`config.mk`:
```
export PLATFORM = sky130hd
export DESIGN_NAME = pio_in_capture
export DESIGN_NICKNAME = d
export VERILOG_FILES = /design/src/rtl/pio_in_capture.sv
export SDC_FILE = /design/constraint.sdc
export NUM_CORES = 1
export LEC_CHECK = 0
export BUFFER_PORTS_ARGS = -buffer_cell sky130_fd_sc_hd__buf_2
export CAP_MARGIN = 5
export CORE_ASPECT_RATIO = 1.5
export CORE_MARGIN = 4
export CORE_UTILIZATION = 30
export CTS_CLUSTER_DIAMETER = 50
export DETAILED_ROUTE_END_ITERATION = 7
export HOLD_SLACK_MARGIN = 0.06
export PLACE_DENSITY_LB_ADDON = 0.15
export SKIP_LAST_GASP = 1
export SYNTH_ARGS = -nofsm -noshare
export SYNTH_HDL_FRONTEND = slang
export SYNTH_SLANG_ARGS = --single-unit
```
`constraint.sdc`:
```
create_clock -name clk -period 2.9 [get_ports clk]
set_clock_uncertainty 0.05 [all_clocks]
set_input_delay 0.29 -clock clk [delete_from_list [all_inputs] [get_ports clk]]
set_output_delay 0.29 -clock clk [all_outputs]
set_load 0.02 [all_outputs]
```
`src/rtl/pio_in_capture.sv`:
```
`default_nettype none
// +--------------------------------------------------------------------------+
// | pio_in_capture: synchronized, debounced parallel input port with per-bit |
// | edge capture, maskable level interrupt and an Avalon-MM register view.    |
// | Revision: 1.0                                                             |
// +--------------------------------------------------------------------------+
module pio_in_capture #(
  parameter int unsigned      WIDTH     = 11,
  parameter int unsigned      DEBOUNCE  = 4,
  parameter int unsigned      EDGE_MODE = 2,
  parameter logic [WIDTH-1:0] RESET_VAL = '0
) (
  input  logic             clk,
  input  logic             reset_n,
  input  logic [1:0]       address,
  input  logic             chipselect,
  input  logic             write_n,
  input  logic [31:0]      writedata,
  input  logic [WIDTH-1:0] in_port,
  output logic [31:0]      readdata,
  output logic             irq
);

  localparam int unsigned      CNT_W    = $clog2(DEBOUNCE + 1);
  localparam logic [CNT_W-1:0] CNT_LAST = CNT_W'(DEBOUNCE - 1);
  localparam logic [CNT_W-1:0] CNT_ONE  = CNT_W'(1);

  logic [WIDTH-1:0]            sync1_q, sync1_d;
  logic [WIDTH-1:0]            sync2_q, sync2_d;
  logic [WIDTH-1:0]            stable_q, stable_d;
  logic [WIDTH-1:0][CNT_W-1:0] cnt_q, cnt_d;
  logic [WIDTH-1:0]            irq_mask_q, irq_mask_d;
  logic [WIDTH-1:0]            edge_cap_q, edge_cap_d;
  logic [31:0]                 readdata_q, readdata_d;

  logic [WIDTH-1:0]            rise, fall, edge_evt, w1c;
  logic                        wr_en;
  logic                        unused_wdata;

  // Upper write-data bits beyond WIDTH carry no meaning.
  assign unused_wdata = ^writedata;

  // Debounce: a bit flips only after its counter would reach DEBOUNCE on
  // consecutive disagreeing samples; any agreement restarts qualification.
  always_comb begin
    sync1_d  = in_port;
    sync2_d  = sync1_q;
    stable_d = stable_q;
    cnt_d    = '0;
    for (int i = 0; i < WIDTH; i++) begin
      if (sync2_q[i] != stable_q[i]) begin
        if (cnt_q[i] == CNT_LAST) begin
          stable_d[i] = ~stable_q[i];
        end else begin
          cnt_d[i] = cnt_q[i] + CNT_ONE;
        end
      end
    end
  end

  always_comb begin
    rise = stable_d & ~stable_q;
    fall = ~stable_d & stable_q;
    if (EDGE_MODE == 0) begin
      edge_evt = rise;
    end else if (EDGE_MODE == 1) begin
      edge_evt = fall;
    end else begin
      edge_evt = rise | fall;
    end
  end

  // New edge events win over a same-cycle write-1-to-clear.
  always_comb begin
    wr_en      = chipselect & ~write_n;
    w1c        = (wr_en && address == 2'd3) ? writedata[WIDTH-1:0] : '0;
    edge_cap_d = (edge_cap_q & ~w1c) | edge_evt;
    irq_mask_d = (wr_en && address == 2'd2) ? writedata[WIDTH-1:0] : irq_mask_q;
  end

  always_comb begin
    readdata_d = '0;
    case (address)
      2'd0:    readdata_d = 32'(stable_q);
      2'd2:    readdata_d = 32'(irq_mask_q);
      2'd3:    readdata_d = 32'(edge_cap_q);
      default: readdata_d = '0;
    endcase
  end

  always_ff @(posedge clk or negedge reset_n) begin
    if (!reset_n) begin
      sync1_q    <= '0;
      sync2_q    <= '0;
      stable_q   <= RESET_VAL;
      cnt_q      <= '0;
      irq_mask_q <= '0;
      edge_cap_q <= '0;
      readdata_q <= '0;
    end else begin
      sync1_q    <= sync1_d;
      sync2_q    <= sync2_d;
      stable_q   <= stable_d;
      cnt_q      <= cnt_d;
      irq_mask_q <= irq_mask_d;
      edge_cap_q <= edge_cap_d;
      readdata_q <= readdata_d;
    end
  end

  assign readdata = readdata_q;
  assign irq      = |(edge_cap_q & irq_mask_q);

endmodule
`default_nettype wire
```
Yosys cells after proc, flatten, opt, wreduce, memory -nomap -nowiden
Index checks and enable logic that the tools add are counted.

Logic and storage cells: 124. Input bits: 49. Bits in registers: 120. Output and inout port bits: 33.

$add $sub $neg: 11. Reductions and logical operators: 4. Equal/unequal tests: 24. Bitwise operators: 22. Muxes and demuxes: 46.

Operator list (number): 3-bit 2-to-1 mux (22); 11-bit bitwise AND (4); 3-bit by 1-bit adder with 3-bit output (second input constant) (11); 3-bit by 2-bit == test with 1-bit output (second input constant) (11); 11-bit NOT (3); 11-bit one-hot mux with 3 select lines (1); 1-bit 2-to-1 mux (22); 11-bit OR (2); 1-bit NOT (12); 11-bit 2-to-1 mux (1); 1-bit inequality test (11); 11-bit OR reduction (1); 2-bit == test (second input constant) (2); 1-bit logical AND (2); 2-bit logical NOT (1); 1-bit bitwise AND (1).

Depth between registers and ports, before layout
Gate-level depths: netlist of run 1.

Depth in word-level cells: 7. Mapped depth: 5. Gate-level depth less buffers: 4.

Worst setup path before layout of run 1
Ideal clock, no wire load.

Path kind: reg-to-output. Start: register irq_mask_q[3]. End: output port irq. Arrival time: 1059 ps. Required time: 2560 ps. Cell stages (with the launch flop): 5. Path buffers: 0. Setup slack: 1501 ps. Path through: dfrtp_1 a22o_1 a221oi_1 and3_1 nand2_1.

Word-level cells in the longest chain between the ends: 2.

Ends and longest elaborated chain: from (decl) (RTL line 32) `logic [WIDTH-1:0] irq_mask_q, irq_mask_d;`; from (signal assigned) (RTL line 105) `irq_mask_q <= irq_mask_d;`; 11-bit bitwise AND (RTL line 112) `assign irq = |(edge_cap_q & irq_mask_q);`; 11-bit OR reduction (RTL line 112); to (decl) (RTL line 21) `output logic irq`.

No other way between the ends.

Worst setup path in the final report of run 1
Same ends and word-level chain as after synthesis.

==> impl_table.tex, run 1 <==
\begin{tabular}{lr}
\hline
Metric & Value \\
\hline
\multicolumn{2}{l}{\textbf{Setup path}} \\
\quad Reg2reg setup slack & around 1500 ps \\
\quad Worst Setup Start Kind & flip-flop \\
\quad Biggest cell delay along the critical path & 390 ps \\
\quad Number of logic stages on the critical path including buffering & 5 \\
\quad Kind of cell with the highest combined delay on the critical path & compound AO/OA/AOI/OAI gates \\
\quad Crit path max fanout & 3 \\
\quad Critical Path RT & between 2000 and 3000 ps \\
\quad Buf+Inv Stages, Crit Path & 1 \\
\quad Reg-to-reg endpoint & stable\_q[4] \\
\quad Nature of the critical path endpoint & primary output \\
\quad Logic depth of the worst register-to-register path & 3 \\
\quad Critical path data arrival time & 1740 ps \\
\quad Slowest stage cell, crit path & sky130\_fd\_sc\_hd\_\_dfrtp\_1 \\
\quad Type of the worst setup path & reg2out \\
\quad Ordered cell list for the critical path & a22o\_1, a221oi\_1, and3\_1, nand2\_1, buf\_2 \\
\quad FF-to-FF Start & cnt\_q[12] \\
\multicolumn{2}{l}{\textbf{Timing}} \\
\quad Worst hold-check slack & 151.3 ps \\
\quad \# setup viols final & 0 \\
\quad Crit path setup slack, layout & 823.8 ps \\
\quad Max Transition Viols Final & 0 \\
\quad Maximum clock frequency & 481.7 MHz \\
\quad Post-route clock period utilization & between 70 and 80\% \\
\quad Final setup TNS & 0 ps \\
\quad Worst slew slack as a fraction of its limit & 54.43\% \\
\quad Endpoints failing hold & 0 \\
\quad Final critical delay including setup and external delays & 2076 ps \\
\quad Actual slew at the worst max-slew pin & around 700 ps \\
\quad RSZ-0062 raised after global routing & no \\
\multicolumn{2}{l}{\textbf{Hold path}} \\
\quad Hold endpoint & irq\_mask\_q[10] \\
\quad Worst hold stages & 2 \\
\quad Worst Hold Launch & writedata[10] \\
\quad Worst min-delay path category & in2reg \\
\multicolumn{2}{l}{\textbf{Yosys}} \\
\quad Cells after Synth & 285 \\
\quad Fraction of post-synthesis cell area in the top cell type by area & around 62\% \\
\quad Share of the yosys chip area belonging to registers & between 60\% and 70\% \\
\quad Top post-synthesis cells by area & sky130\_fd\_sc\_hd\_\_dfrtp\_1, sky130\_fd\_sc\_hd\_\_mux2\_2, sky130\_fd\_sc\_hd\_\_a22o\_1 \\
\quad Warning count from the yosys run & 0 \\
\quad Post-synthesis area per instance & 13.99 um2 \\
\quad Count of distinct cell types in the synthesized netlist & 27 \\
\quad Yosys top cell by area & sky130\_fd\_sc\_hd\_\_dfrtp\_1 \\
\quad Number of storage elements in the synthesis netlist & just under 100 \\
\quad Post-synthesis instance area & about 4000 um2 \\
\multicolumn{2}{l}{\textbf{Drt}} \\
\quad Routed via count divided by cell count & around 4.4 \\
\quad Count of unresolved DRC violations after routing & 0 \\
\quad Remaining antenna violation count & 0 \\
\quad Final Routed Wirelength & $\sim$7.2 mm \\
\quad Number of iterations in the first detailed-routing pass & 4 \\
\quad Total vias in the final route & 2252 \\
\quad Per-cell routed wire length & 14.21 um \\
\quad First DRT Iteration DRCs & 87 \\
\multicolumn{2}{l}{\textbf{Floorplan}} \\
\quad X dimension of the die & just over 100 um \\
\quad Total Die Area & 15230 um2 \\
\quad Die height & approximately 150 um \\
\quad Core area & around 13000 um2 \\
\quad Site row count & 51 \\
\quad Number of primary I/O pins & a little over 80 \\
\quad Starting density of the core & a little under a third \\
\multicolumn{2}{l}{\textbf{Placed design}} \\
\quad RePlAce Congestion & 0.6751 \\
\quad Post-Place Setup Slack & 1003 ps \\
\quad Detailed-placement wirelength estimate & approximately 4.9 mm \\
\quad Placed Area & about 4300 um2 \\
\quad Count of buffers inserted at the top-level ports & 39 \\
\multicolumn{2}{l}{\textbf{GRT}} \\
\quad Global-route wire length before repair & 11.70 mm \\
\quad GRT Overall Usage & $\sim$10\% \\
\quad Maximum number of pins on one net before global-route repair & 70 \\
\quad Overflow after GRT & 0 \\
\quad Number of antenna violations at the first check in global routing & 0 \\
\quad Number of global-route vias before repair & 2318 \\
\multicolumn{2}{l}{\textbf{Clock tree}} \\
\quad TritonCTS clock tree & built \\
\quad Max clock buf depth & 2 \\
\quad Clock insertion delay at the later pin of the skew report & roughly 330 ps \\
\quad Sinks on the clock net & between 90 and 100 \\
\quad H-tree levels & 3 \\
\quad CTS Buf Count & 9 \\
\quad Cell at the root of the clock tree & sky130\_fd\_sc\_hd\_\_clkbuf\_16 \\
\quad Post CTS Setup Buffer Count & 0 \\
\quad Clock-pin slew on the worst setup and hold paths & roughly 60 ps \\
\multicolumn{2}{l}{\textbf{Power}} \\
\quad Largest voltage drop on the vdd net & between 0.0002 and 0.0003 V \\
\quad Leakage & approximately 2.2 nW \\
\quad Total power density per cell area & about 900 nW/um2 \\
\multicolumn{2}{l}{\textbf{Final layout}} \\
\quad Share of the core filled with cells & a little over a third \\
\quad Growth of design area from synthesis to finish & 17.95\% \\
\quad Diodes inserted & 0 \\
\quad Fraction of final layout cells with drive strength greater than 1 & between 20\% and 30\% \\
\quad Final design instance area without fill & 4702 um2 \\
\quad \# nets final & roughly 400 \\
\multicolumn{2}{l}{\textbf{Outcome}} \\
\quad Status & finished clean \\
\multicolumn{2}{l}{\textbf{Run}} \\
\quad Max-Cap Viols & 0 \\
\hline
\end{tabular}
per-stage QoR:
stage	std cells	power, W
after floorplan	305	0.002761
after global placement	479	0.003014
after detailed placement	479	0.003056
after CTS	507	0.004274
after global routing	507	0.004467
final	507	0.004185
power breakdown:
group	switching, W	total (W)	internal [W]
Clock	0.000508	0.00118	0.000669
Sequential	0.000238	0.00199	0.00175
Combinational	0.000474	0.00101	0.000541
per-layer routing:
layer / routed length (um) / track usage [%] / share of wire (%) / up-vias
met4: 95 / 4.728 / 1.3 / 0
met1: 3113 / 13.20 / 43 / 1137
met2: 3707 / 15.82 / 51 / 49
met5: 0 / 0 / 0 / -
li1: - / - / - / 1061
met3: 292 / 2.246 / 4.1 / 5
cells by family after synthesis:
family,synth area share (%)
buffers and inverters,5.838
and+or+nand+nor,9.322
adders and majority gates,3.453
other,0.09407
muxes,10.26
DFF,62.15
AOI/OAI and AO/OA,6.026
xor gates and xnor gates,2.856
layout by cell type, fill, tap and decap left out, drive strengths merged:
| master | n |
|---|---|
| inv | 9 |
| ha | 11 |
| nor2b | 8 |
| a22oi | 2 |
| dlygate4sd3 | 12 |
| clkinv | 2 |
| clkbuf | 10 |
| clkinvlp | 3 |
| conb | 21 |
| dfrtp | 99 |
| nor3 | 7 |
| xor2 | 6 |
| and3 | 6 |
| nor3b | 16 |
| a222oi | 1 |
| nor2 | 6 |
| xnor2 | 7 |
| bufinv | 1 |
| a22o | 19 |
| mux2 | 33 |
| a32o | 4 |
| a221oi | 1 |
| buf | 41 |
| and2 | 2 |
| nand2 | 21 |
how the worst max path moves through the flow:
| stage | from | endpoint | slack, ps |
|---|---|---|---|
| 2_1_floorplan | irq_mask_q[3] | irq | 1500 |
| 3_3_place_gp | address[1] | irq_mask_q[4] | 1000 |
| 3_5_place_dp | address[1] | irq_mask_q[2] | 1000 |
| 4_1_cts | irq_mask_q[3] | irq | 720 |
| 5_1_grt | irq_mask_q[3] | irq | 700 |
| 6_report | irq_mask_q[3] | irq | 820 |
worst register-to-register path, cell delays in order, from the launching register on:
cell and delay (ps):
sky130_fd_sc_hd__dfrtp_1 360, sky130_fd_sc_hd__ha_1 160, sky130_fd_sc_hd__nor2b_1 310, sky130_fd_sc_hd__mux2_2 380
cell usage after synthesis:
cell type and number:
sky130_fd_sc_hd__and2_1 2, sky130_fd_sc_hd__nor3_1 7, sky130_fd_sc_hd__a221oi_1 1, sky130_fd_sc_hd__mux2_4 10, sky130_fd_sc_hd__a22oi_1 2, sky130_fd_sc_hd__mux2_2 22
sky130_fd_sc_hd__nor2b_4 1, sky130_fd_sc_hd__nor2b_1 7, sky130_fd_sc_hd__mux2_1 1, sky130_fd_sc_hd__nor2_2 1, sky130_fd_sc_hd__and3_4 1, sky130_fd_sc_hd__nor2_1 5
sky130_fd_sc_hd__conb_1 1, sky130_fd_sc_hd__a222oi_1 1, sky130_fd_sc_hd__nor3b_1 16, sky130_fd_sc_hd__nand2_1 21, sky130_fd_sc_hd__inv_1 9, sky130_fd_sc_hd__a32o_1 4
sky130_fd_sc_hd__xor2_1 6, sky130_fd_sc_hd__and3_1 5, sky130_fd_sc_hd__buf_6 3, sky130_fd_sc_hd__dfrtp_1 99, sky130_fd_sc_hd__ha_1 11, sky130_fd_sc_hd__a22o_1 19
sky130_fd_sc_hd__buf_4 21, sky130_fd_sc_hd__clkbuf_1 2, sky130_fd_sc_hd__xnor2_1 7
layout make-up:
cell class / instances / area [um2]
clock inverter: 6 / 66.31
tap: 159 / 198.9
inverter: 9 / 33.78
multi-input combinational: 171 / 1351
sequential: 99 / 2477
clock buffer: 10 / 229.0
fill: 1308 / 8315
timing repair buffer: 53 / 345.3
state kept, by name (all words and copies together), names as in the netlist:
| name | count |
|---|---|
| cnt_q | 33 |
| edge_cap_q | 11 |
| irq_mask_q | 11 |
| readdata | 11 |
| stable_q | 11 |
| sync1_q | 11 |
| sync2_q | 11 |
timing repair:
item / in CTS / in global routing
endpoints found under the hold margin: 41 / 0
gates resized for setup: 0 / 0
setup endpoints to repair: 0 / 0
hold buffers: 12 / 0
Note: power is estimated with default switching activity, not from simulation.
==> inputs of run 2 (changes only) <==
- ABC_AREA: unset -> 1
- clock period: 2.9 -> 1.9 ns (I/O delays scaled with it)
==> impl_table.tex, run 2 <==
\begin{tabular}{lr}
\hline
Metric & Value \\
\hline
\multicolumn{2}{l}{\textbf{GRT}} \\
\quad Number of global-route vias before repair & 2865 (+24\%) \\
\quad GRT Overall Usage & 10.32\% (+0.22 points) \\
\quad Maximum number of pins on one net before global-route repair & 88 (+26\%) \\
\quad Overflow after GRT & 0 (unchanged) \\
\quad Global-route wire length before repair & 13.26 mm (+13\%) \\
\quad Number of antenna violations at the first check in global routing & 0 (unchanged) \\
\multicolumn{2}{l}{\textbf{Power}} \\
\quad Sw Share & 30.02\% (+0.85 points) \\
\quad Post-layout total power & 0.006521 W (+56\%) \\
\quad Total power density per cell area & 1325 nW/um2 (+49\%) \\
\quad Cell Int Power & 0.004563 W (+54\%) \\
\quad Part of the total power dissipated in sequential elements & 45.6\% (-2.0 points) \\
\quad Leakage & 2.583 nW (+15\%) \\
\quad Net switching power & 0.001957 W (+60\%) \\
\quad Share of power burned in the clock network & 31.7\% (+3.6 points) \\
\quad Part of the total power dissipated in combinational logic & 22.7\% (-1.6 points) \\
\quad Largest voltage drop on the vdd net & 0.0004675 V (+56\%) \\
\multicolumn{2}{l}{\textbf{Hold path}} \\
\quad Hold endpoint & irq\_mask\_q[10] \\
\quad Worst min-delay path category & in2reg \\
\quad Worst hold stages & 3 (+1) \\
\quad Worst Hold Launch & writedata[10] \\
\multicolumn{2}{l}{\textbf{Final layout}} \\
\quad Diodes inserted & 0 (unchanged) \\
\quad \# nets final & 559 (+39\%) \\
\quad Most frequent standard cell in the layout excluding fill and tap cells & sky130\_fd\_sc\_hd\_\_nand2\_1 \\
\quad Biggest register & cnt\_q \\
\quad Fraction of final layout cells with drive strength greater than 1 & 16.07\% (-10 points) \\
\quad Growth of design area from synthesis to finish & 18.29\% \\
\quad Top library cells by usage in the layout, fill and taps aside & sky130\_fd\_sc\_hd\_\_nand2\_1, sky130\_fd\_sc\_hd\_\_dfrtp\_1, sky130\_fd\_sc\_hd\_\_nor2\_1 \\
\quad Number of flip-flops in the largest register & 33 (unchanged) \\
\multicolumn{2}{l}{\textbf{Placed design}} \\
\quad Post-Place Setup Slack & 716.7 ps (-286.3 ps) \\
\quad RePlAce Congestion & 0.7352 (+8.9\%) \\
\quad Count of buffers inserted at the top-level ports & 39 (unchanged) \\
\quad Detailed-placement wirelength estimate & 5.257 mm (+7.0\%) \\
\multicolumn{2}{l}{\textbf{Setup path}} \\
\quad FF-to-FF Start & cnt\_q[30] \\
\quad Startpoint of the worst setup timing path & edge\_cap\_q[6] \\
\quad Ordered cell list for the critical path & nand2\_1, nand2\_1, nor2\_1, nand3\_1, buf\_2 \\
\quad Worst Setup Start Kind & flip-flop \\
\quad Critical path data arrival time & 1280 ps (-460 ps) \\
\quad Crit path max fanout & 3 (unchanged) \\
\quad Logic depth of the worst register-to-register path & 5 (+2) \\
\quad Most prevalent standard cell on the critical path & sky130\_fd\_sc\_hd\_\_nand2\_1 \\
\quad Reg-to-reg endpoint & cnt\_q[30] \\
\quad Nature of the critical path endpoint & primary output \\
\quad Type of the worst setup path & reg2out \\
\quad Critical Path RT & 1660 ps (-900 ps) \\
\quad Biggest cell delay along the critical path & 400 ps (about the same) \\
\quad Reg2reg setup slack & 710 ps (-820 ps) \\
\quad Slowest stage cell, crit path & sky130\_fd\_sc\_hd\_\_dfrtp\_1 \\
\multicolumn{2}{l}{\textbf{Yosys}} \\
\quad Cells after Synth & 442 (+55\%) \\
\quad Share of synthesized area spent on multiplexers & 0\% (-10 points) \\
\quad Number of storage elements in the synthesis netlist & 99 (unchanged) \\
\quad Post-synthesis instance area & 4160 um2 (+4.4\%) \\
\quad Fraction of the mapped netlist area in simple logic gates & 25.86\% (+17 points) \\
\quad Share of the yosys chip area belonging to registers & 59.55\% (-2.6 points) \\
\quad Top post-synthesis cells by area & sky130\_fd\_sc\_hd\_\_dfrtp\_1, sky130\_fd\_sc\_hd\_\_nand2\_1, sky130\_fd\_sc\_hd\_\_buf\_4 \\
\quad Yosys top cell by area & sky130\_fd\_sc\_hd\_\_dfrtp\_1 \\
\quad XOR/XNOR Fraction of Synth Area & 2.316\% (-0.54 points) \\
\quad Main combinational cell family by area after synthesis & simple AND/OR/NAND/NOR gates \\
\quad Post-synthesis area per instance & 9.412 um2 (-33\%) \\
\quad Arithmetic-cell share of the synthesized area counting full adders, half adders and majority gates & 3.308\% (-0.14 points) \\
\quad Flip-flop cell with the highest count after synthesis & sky130\_fd\_sc\_hd\_\_dfrtp\_1 \\
\quad Fraction of post-synthesis cell area in the top cell type by area & 59.55\% (-2.6 points) \\
\quad Number of enable-type register cells in the synthesized netlist & 0 (unchanged) \\
\quad Share of synthesized registers carrying an async set or reset & 100.0\% (unchanged) \\
\quad Synthesized-area fraction occupied by ao, oa, aoi and oai cells & 0.2406\% (-5.8 points) \\
\quad Most frequent cell after synthesis & sky130\_fd\_sc\_hd\_\_nand2\_1 \\
\quad Count of distinct cell types in the synthesized netlist & 16 (-41\%) \\
\quad Top cells by count, synth & sky130\_fd\_sc\_hd\_\_nand2\_1, sky130\_fd\_sc\_hd\_\_dfrtp\_1, sky130\_fd\_sc\_hd\_\_nor2\_1 \\
\quad Warning count from the yosys run & 0 (unchanged) \\
\multicolumn{2}{l}{\textbf{Drt}} \\
\quad First DRT Iteration DRCs & 123 (+41\%) \\
\quad Remaining antenna violation count & 0 (unchanged) \\
\quad Per-cell routed wire length & 11.44 um (-20\%) \\
\quad Count of unresolved DRC violations after routing & 0 (unchanged) \\
\quad Total vias in the final route & 2773 (+23\%) \\
\quad Routed via count divided by cell count & 4.164 (-6.3\%) \\
\quad Number of iterations in the first detailed-routing pass & 4 (unchanged) \\
\quad Final Routed Wirelength & 7.620 mm (+5.7\%) \\
\multicolumn{2}{l}{\textbf{Clock tree}} \\
\quad Sinks on the clock net & 99 (unchanged) \\
\quad Max clock buf depth & 2 (unchanged) \\
\quad Hold buffers post-CTS & 12 (unchanged) \\
\quad Cts repair resizes & 0 (unchanged) \\
\quad TritonCTS clock tree & built \\
\quad Clock-pin slew on the worst setup and hold paths & 70 ps (about the same) \\
\quad H-tree levels & 3 (unchanged) \\
\quad Cell at the root of the clock tree & sky130\_fd\_sc\_hd\_\_clkbuf\_16 \\
\quad Post CTS Setup Buffer Count & 0 (unchanged) \\
\quad Clock insertion delay at the later pin of the skew report & 330 ps (about the same) \\
\quad CTS Buf Count & 9 (unchanged) \\
\multicolumn{2}{l}{\textbf{Floorplan}} \\
\quad Starting density of the core & 30.74\% (+0.12 points) \\
\quad X dimension of the die & 104.2 um (+2.0\%) \\
\quad Site row count & 52 (+2.0\%) \\
\quad Total Die Area & 15850 um2 (+4.1\%) \\
\quad Number of primary I/O pins & 82 (unchanged) \\
\quad Core area & 13530 um2 (+4.0\%) \\
\quad Die height & 152.2 um (+2.0\%) \\
\multicolumn{2}{l}{\textbf{Outcome}} \\
\quad Status & finished clean \\
\multicolumn{2}{l}{\textbf{Timing}} \\
\quad \# setup viols final & 0 (unchanged) \\
\quad Maximum clock frequency & around 660 MHz \\
\quad Final critical delay including setup and external delays & roughly 1500 ps \\
\quad Post-route clock period utilization & 80.10\% \\
\quad RSZ-0062 raised after global routing & no \\
\quad Worst hold-check slack & 72.02 ps (-79.30 ps) \\
\quad Max Transition Viols Final & 0 (unchanged) \\
\quad Endpoints failing hold & 0 (unchanged) \\
\quad Crit path setup slack, layout & 378.2 ps (-445.6 ps) \\
\quad Final setup TNS & 0 ps (unchanged) \\
\multicolumn{2}{l}{\textbf{Run}} \\
\quad Max-Cap Viols & 0 (unchanged) \\
\hline
\end{tabular}
-- run 2: cell types whose count changed in the layout (fill, tap and decap cells not counted), moves of 19 or more --
cell,change
sky130_fd_sc_hd__inv_1,+27
sky130_fd_sc_hd__mux2_2,-22
sky130_fd_sc_hd__nand3_1,+25
sky130_fd_sc_hd__a22o_1,-19
sky130_fd_sc_hd__nand2_1,+136
sky130_fd_sc_hd__nor2_1,+43
-- run 2: final cells by class --
cell class | instances | area [um2]
multi-input cells | 297 | 1399
clock inverters | 5 | 100.1
flip-flops and latches | 99 | 2477
clock buffers | 11 | 242.7
inverters | 37 | 138.9
repair buffers | 55 | 360.3
well taps | 162 | 202.7
fillers | 1422 | 8612
-- run 2: cells by family (layout without fill, tap and decap cells) --
kind of cell | after synthesis | count (layout)
buffers and inverters | 66 | 108
adders and majority gates | 11 | 11
xor gates and xnor gates | 11 | 11
DFF | 99 | 99
AOI/OAI and AO/OA | 2 | 2
and+or+nand+nor | 252 | 252
other | 1 | 21
-- run 2: per-stage QoR --
stage	std cells	area, um2	util, %
after floorplan	462	4235	-
after global placement	638	4458	32.94
after detailed placement	638	4458	32.94
after CTS	666	4921	36.36
after global routing	666	4921	36.36
final	666	4921	36.36
-- run 2: worst max-delay path, delay by kind of cell (launching register included) --
| family | cells | cell delay (ps) |
|---|---|---|
| buf+inv | 1 | 180 |
| flops | 1 | 400 |
| simple gates | 4 | 370 |
-- run 2: worst max-delay path by stage --
stage,slack [ps],cells past startpoint,end
finish,380,5,irq
global route,220,5,irq
CTS,360,5,irq
detailed placement,720,5,cnt_q[30]
global placement,720,6,edge_cap_q[10]
floorplan,790,5,cnt_q[15]
-- run 2: power by group through the flow --
stage	Sequential (W)	Combinational, W	Clock, W
floorplan	0.00302	0.00108	0
global placement	0.00299	0.00147	0
detailed placement	0.00302	0.00149	0
CTS	0.00298	0.00152	0.00214
global route	0.00305	0.00176	0.00221
finish	0.00297	0.00148	0.00207
-- run 2: layer usage --
| metal | routed length (um) | GRT usage (%) |
|---|---|---|
| met3 | 317 | 2.628 |
| met2 | 3838 | 17.30 |
| met1 | 3323 | 12.45 |
| met4 | 141 | 4.689 |
| met5 | 0 | 0 |
